### src/rtl/tbird_pkg.sv
// Shared types and constants for the T-bird lamp decoder.
// Holds the level type, per-side state enum, error codes, lamp patterns and
// the level transition rule used by each side decoder.
package tbird_pkg;

  typedef logic [1:0] level_t;

  typedef enum logic {
    IDLE = 1'b0,
    RUN  = 1'b1
  } side_state_e;

  localparam logic [1:0] ERR_NONE  = 2'b00;
  localparam logic [1:0] ERR_PAT   = 2'b01;
  localparam logic [1:0] ERR_TRANS = 2'b10;
  localparam logic [1:0] ERR_BOTH  = 2'b11;

  // Lamp patterns {outer,middle,inner} for levels 0..3
  localparam logic [2:0] PAT_L0 = 3'b000;
  localparam logic [2:0] PAT_L1 = 3'b001;
  localparam logic [2:0] PAT_L2 = 3'b011;
  localparam logic [2:0] PAT_L3 = 3'b111;

  // A sweep may rest at 0, climb one level at a time, and fall from 3 to 0
  function automatic logic legal_step(level_t cur, level_t nxt);
    if (nxt == 2'd0) return (cur == 2'd0) || (cur == 2'd3);
    return (cur != 2'd3) && (nxt == level_t'(cur + 2'd1));
  endfunction

endpackage

### src/rtl/tbird_side_decoder.sv
// One side of the T-bird lamp decoder: pattern decode, IDLE/RUN FSM,
// transition check and optional completed-sweep counter.
// Ports: clk, reset (sync, active-high), step (sample strobe), lamp {a,b,c};
//   level/cnt are registered; run_nxt_c, pat_err_c, trans_err_c are the
//   combinational next-RUN and per-step error flags used by the top level.
// Macro TBIRD_DEC_CNT_EN: when defined the sweep counter is built,
//   otherwise cnt is tied to zero.
module tbird_side_decoder
  import tbird_pkg::*;
#(
  parameter int unsigned CNT_W = 8
) (
  input  logic             clk,
  input  logic             reset,
  input  logic             step,
  input  logic [2:0]       lamp,
  output level_t           level,
  output logic [CNT_W-1:0] cnt,
  output logic             run_nxt_c,
  output logic             pat_err_c,
  output logic             trans_err_c
);

  side_state_e state, state_nxt;
  level_t      level_nxt;
  level_t      dec;
  logic        pat_ok;

  // Lamp pattern decode
  always_comb begin
    pat_ok = 1'b1;
    dec    = 2'd0;
    case (lamp)
      PAT_L0:  dec = 2'd0;
      PAT_L1:  dec = 2'd1;
      PAT_L2:  dec = 2'd2;
      PAT_L3:  dec = 2'd3;
      default: pat_ok = 1'b0;
    endcase
  end

  // State and level register
  always_ff @(posedge clk) begin
    if (reset) begin
      state <= IDLE;
      level <= 2'd0;
    end else begin
      state <= state_nxt;
      level <= level_nxt;
    end
  end

  // Next state; an illegal transition still resyncs to the new level,
  // an illegal pattern keeps the level but drops back to IDLE
  always_comb begin
    state_nxt   = state;
    level_nxt   = level;
    pat_err_c   = 1'b0;
    trans_err_c = 1'b0;
    if (step) begin
      if (!pat_ok) begin
        pat_err_c = 1'b1;
        state_nxt = IDLE;
      end else begin
        trans_err_c = !legal_step(level, dec);
        level_nxt   = dec;
        state_nxt   = (dec != 2'd0) ? RUN : IDLE;
      end
    end
  end

  assign run_nxt_c = (state_nxt == RUN);

`ifdef TBIRD_DEC_CNT_EN
  logic sweep_done;

  assign sweep_done = step && pat_ok && (level == 2'd3) && (dec == 2'd0);

  // Saturating completed-sweep counter
  always_ff @(posedge clk) begin
    if (reset) begin
      cnt <= '0;
    end else if (sweep_done && (cnt != {CNT_W{1'b1}})) begin
      cnt <= cnt + CNT_W'(1);
    end
  end
`else
  assign cnt = '0;
`endif

endmodule

### src/rtl/tbird_lamp_decoder.sv
// T-bird tail-lamp decoder top: two side decoders plus direction output and
// sticky error arbitration.
// Ports: clk, reset (sync, active-high), step, lamp_l/lamp_r {a,b,c},
//   clr_err; outputs level_l/level_r, dir_valid, dir (1 = right), err,
//   err_code, cnt_l/cnt_r (all registered).
// Macro TBIRD_DEC_CNT_EN: enables the per-side sweep counters.
module tbird_lamp_decoder
  import tbird_pkg::*;
#(
  parameter int unsigned CNT_W = 8
) (
  input  logic             clk,
  input  logic             reset,
  input  logic             step,
  input  logic [2:0]       lamp_l,
  input  logic [2:0]       lamp_r,
  input  logic             clr_err,
  output logic [1:0]       level_l,
  output logic [1:0]       level_r,
  output logic             dir_valid,
  output logic             dir,
  output logic             err,
  output logic [1:0]       err_code,
  output logic [CNT_W-1:0] cnt_l,
  output logic [CNT_W-1:0] cnt_r
);

  logic       run_nxt_l, run_nxt_r;
  logic       pat_l, pat_r, trans_l, trans_r;
  logic [1:0] new_code_c;

  tbird_side_decoder #(.CNT_W(CNT_W)) u_left (
    .clk         (clk),
    .reset       (reset),
    .step        (step),
    .lamp        (lamp_l),
    .level       (level_l),
    .cnt         (cnt_l),
    .run_nxt_c   (run_nxt_l),
    .pat_err_c   (pat_l),
    .trans_err_c (trans_l)
  );

  tbird_side_decoder #(.CNT_W(CNT_W)) u_right (
    .clk         (clk),
    .reset       (reset),
    .step        (step),
    .lamp        (lamp_r),
    .level       (level_r),
    .cnt         (cnt_r),
    .run_nxt_c   (run_nxt_r),
    .pat_err_c   (pat_r),
    .trans_err_c (trans_r)
  );

  // Error priority for this step: both-running > transition > pattern
  always_comb begin
    new_code_c = ERR_NONE;
    if (step && run_nxt_l && run_nxt_r) new_code_c = ERR_BOTH;
    else if (trans_l || trans_r)        new_code_c = ERR_TRANS;
    else if (pat_l || pat_r)            new_code_c = ERR_PAT;
  end

  // Direction and sticky error; a fresh error beats a coincident clear
  always_ff @(posedge clk) begin
    if (reset) begin
      dir_valid <= 1'b0;
      dir       <= 1'b0;
      err       <= 1'b0;
      err_code  <= ERR_NONE;
    end else begin
      if (step) begin
        dir_valid <= run_nxt_l ^ run_nxt_r;
        dir       <= run_nxt_r & ~run_nxt_l;
      end
      if (new_code_c != ERR_NONE) begin
        if (!err || clr_err) begin
          err      <= 1'b1;
          err_code <= new_code_c;
        end
      end else if (clr_err) begin
        err      <= 1'b0;
        err_code <= ERR_NONE;
      end
    end
  end

endmodule

### config.mk
export PLATFORM = sky130hd
export DESIGN_NAME = tbird_lamp_decoder
export DESIGN_NICKNAME = d
export VERILOG_FILES = /design/src/rtl/tbird_pkg.sv /design/src/rtl/tbird_side_decoder.sv /design/src/rtl/tbird_lamp_decoder.sv
export SDC_FILE = /design/constraint.sdc
export NUM_CORES = 1
export LEC_CHECK = 0
export ABC_AREA = 1
export CAP_MARGIN = 20
export CORE_MARGIN = 4
export CORE_UTILIZATION = 42
export DETAILED_ROUTE_END_ITERATION = 6
export PLACE_DENSITY = 0.79
export SETUP_SLACK_MARGIN = 0.2
export SKIP_CTS_REPAIR_TIMING = 1
export SLEW_MARGIN = 40
export SYNTH_ARGS = -nofsm -noshare
export SYNTH_HDL_FRONTEND = slang
export SYNTH_SLANG_ARGS = --single-unit
### constraint.sdc
create_clock -name clk -period 2 [get_ports clk]
set_input_delay 0.4 -clock clk [delete_from_list [all_inputs] [get_ports clk]]
set_output_delay 0.4 -clock clk [all_outputs]
set_load 0.02 [all_outputs]
==> impl_results.md <==
- CTS Sinks: 11
- Vias in the first global route: 699
- Post-place setup slack: 0.00137 ns
- Post-synthesis sequential area ratio: 25.5%
- Hold depth: 2
- Core Area: 1960 um^2
- Routed Wire Length: 1750 um
- Hold Startpoint: u_right.state$_SDFF_PP0_
- RSZ-0062 raised after global routing: no
- Area growth syn-to-layout: 25.5%
- Final Critical Period: 1.71 ns
- Overall routing resource usage: 13.7%
- Synth Area per Inst: 6.73 um^2
- Final Util: 55.2%
- Simple-gate share of the synthesized area: 34.5%
- Unique masters post-synth: 26
- Startpoint Class: flip-flop
- Critical path type: reg2out
- Peak VDD IR: 0.000410 V
- CTS clk-pin slew, worst paths: 0.07 ns
- Initial Util: 43.9%
- CTS buffer count: 3
- Worst R2R Start: u_left.level[0]$_SDFFE_PP0P_
- Status: completed
- Flops & latches, synth: 11
- Max-cap violations: 0
- Top achievable clock speed: 583 MHz
- Rows: 16
- Root Buffer: clkbuf_4
- Hold Vio Cnt, Final: 0
- Crit path buffers/inverters: 1
- First-pass GRT wire length: 2840 um
- Cells on worst reg2reg path: 10
- Min-Delay Endpoint: u_right.state$_SDFF_PP0_
- Crit-path leading delay family: buffers and inverters
- CTS tree: built
- Final setup viols: 0
- Post-Syn Instances: 128
- FFs w/ async S/R, synth: 0%
- Worst skew pair latency: 0.27 ns
- GR Overflow Total: 0
- N_diodes: 0
- Largest net degree at the start of global routing: 8
- Layout cells sized above 1: 18.4%
- WP data required: 1.60 ns
- Synth area leaders: dfxtp_1 (26%), buf_4 (14%), nand2_1 (9.6%)
- First-pass DRT Iterations: 5
- Post-DP HPWL: 1390 um
- Power per Cell Area: 561 nW/um^2
- CTS H-tree depth: 1
- CP Capture Type: output port
- Die area: 2840 um^2
- Placer Congestion: 0.792
- Vias per Instance: 4.39
- Final Cycle Share: 85.7%
- Pins over their slew limit: 0
- Commonest cells in the netlist: nand2_1 (22), buf_4 (16), inv_1 (16)
- Crit path DAT: 1.31 ns
- Vias: 786
- Critical Path, Cell by Cell: clkdlybuf4s50_1
- Number of antenna violations at the first check in global routing: 0
- Post-layout nets: 166
- CP max FO: 5
- Post-DRT Antenna Nets: 0
- RR Endpoint: err_code[0]$_SDFFE_PP0P_
- Critical Path Slowest Stage Cell: clkdlybuf4s50_1
- Adder-cell share of the synthesized area: 4.35%
- Mux contribution to synthesized area: 0%
- Drt drc: 0
- Leakage: 0.580 nW
- FF-to-FF setup slack: 0.35 ns
- Die Span X: 53.3 um
- Post-Synth XOR/XNOR Area: 0%
- IO Port Bufs: 18
- Path type of the worst min-delay path: reg2reg
- Yosys top cell area share: 25.5%
- Area leader, netlist: dfxtp_1
- Synthesis Warnings: 0
- Number of DRC markers in iteration 0: 10
- Complex-gate fraction of the synthesized area: 11.0%
- Max clock buf depth: 2
- CP max stage delay: 0.63 ns
- Drt wl/cell: 9.79 um
- Most common cell in the synthesized netlist: nand2_1
- I/O pins: 35
- Setup TNS: 0 ns
- Worst setup margin: 0.286 ns
- Ys flop type: dfxtp_1
- Netlist Area Pre-Place: 862 um^2
- Max Clock Skew: 0.000944 ns
- Largest family of logic cells by synthesized area: simple AND/OR/NAND/NOR gates
- Post-synth EDFFs: 0
- Die Y: 53.3 um
-- worst max path at each step --
stage	cells after the start	from	endpoint
finish	1	u_left.level[0]$_SDFFE_PP0P_	level_l[0]
global route	13	lamp_l[0]	err_code[1]$_SDFFE_PP0P_
floorplan	10	u_right.level[0]$_SDFFE_PP0P_	err_code[0]$_SDFFE_PP0P_
detailed placement	12	lamp_r[1]	err_code[0]$_SDFFE_PP0P_
global placement	9	step	err_code[1]$_SDFFE_PP0P_
CTS	1	u_left.level[0]$_SDFFE_PP0P_	level_l[0]
-- layout make-up --
type	count	area, um^2
clock buffers	4	26.3
repair buffers	23	228
inverters	21	78.8
multi-input cells	93	495
flip-flops and latches	11	220
fillers	198	880
well taps	27	33.8
-- where the power goes --
part / switching [W] / total, W / leakage (nW) / internal, W
Combinational: 0.000126 / 0.000209 / 0.475 / 0.0000825
Sequential: 0.00000908 / 0.000244 / 0.0905 / 0.000235
Clock: 0.0000768 / 0.000154 / 0.0150 / 0.0000774
Total: 0.000212 / 0.000607 / 0.580 / 0.000395
-- registers in the layout (all words and copies together) (netlist names) --
name,count
u_left.state,1
dir_valid,1
u_right.state,1
u_left.level,2
dir,1
u_right.level,2
err,1
err_code,2
-- per-layer routing --
layer  vias up  GRT usage (%)  share of wire [%]
met3         5           3.66                8.2
met1       337           16.1                 43
met4         0           6.38                1.9
li1        414              -                  -
met5         -              0                  0
met2        30           22.7                 47
-- logic make-up after synthesis --
| logic type | Yosys count |
|---|---|
| AOI/OAI and AO/OA | 17 |
| and+or+nand+nor | 57 |
| adders and majority gates | 3 |
| DFF | 11 |
| buffers and inverters | 39 |
| other | 1 |
-- stage by stage --
| step | area (um^2) | hold slack, ns | power [W] | std cells |
|---|---|---|---|---|
| floorplan | 918 | 0.451 | 0.000408 | 143 |
| global placement | 1040 | 0.460 | 0.000451 | 175 |
| detailed placement | 1040 | 0.480 | 0.000455 | 175 |
| CTS | 1070 | 0.491 | 0.000613 | 179 |
| global route | 1080 | 0.522 | 0.000649 | 179 |
| finish | 1080 | 0.485 | 0.000607 | 179 |
-- worst min-delay path, cell delays in order (launching register included) --
cell and delay, ns:
dfxtp_1 0.30, nand2_1 0.08, a21oi_1 0.06
-- placed cells by master (no fill, tap or decap), types with 2 or more instances in the layout --
master,instances
inv_2,4
ha_1,3
dfxtp_1,11
clkbuf_4,3
conb_1,16
a21oi_1,9
o21ai_0,2
o21ai_1,3
nand2_2,3
nor2_2,3
nor2_1,9
nand3_2,3
nand3_1,9
buf_4,5
nand2_4,3
a21oi_2,2
inv_1,16
clkdlybuf4s50_1,14
nand2_1,22
dlymetal6s2s_1,4
No activity file was read; power rests on OpenSTA's default activity.
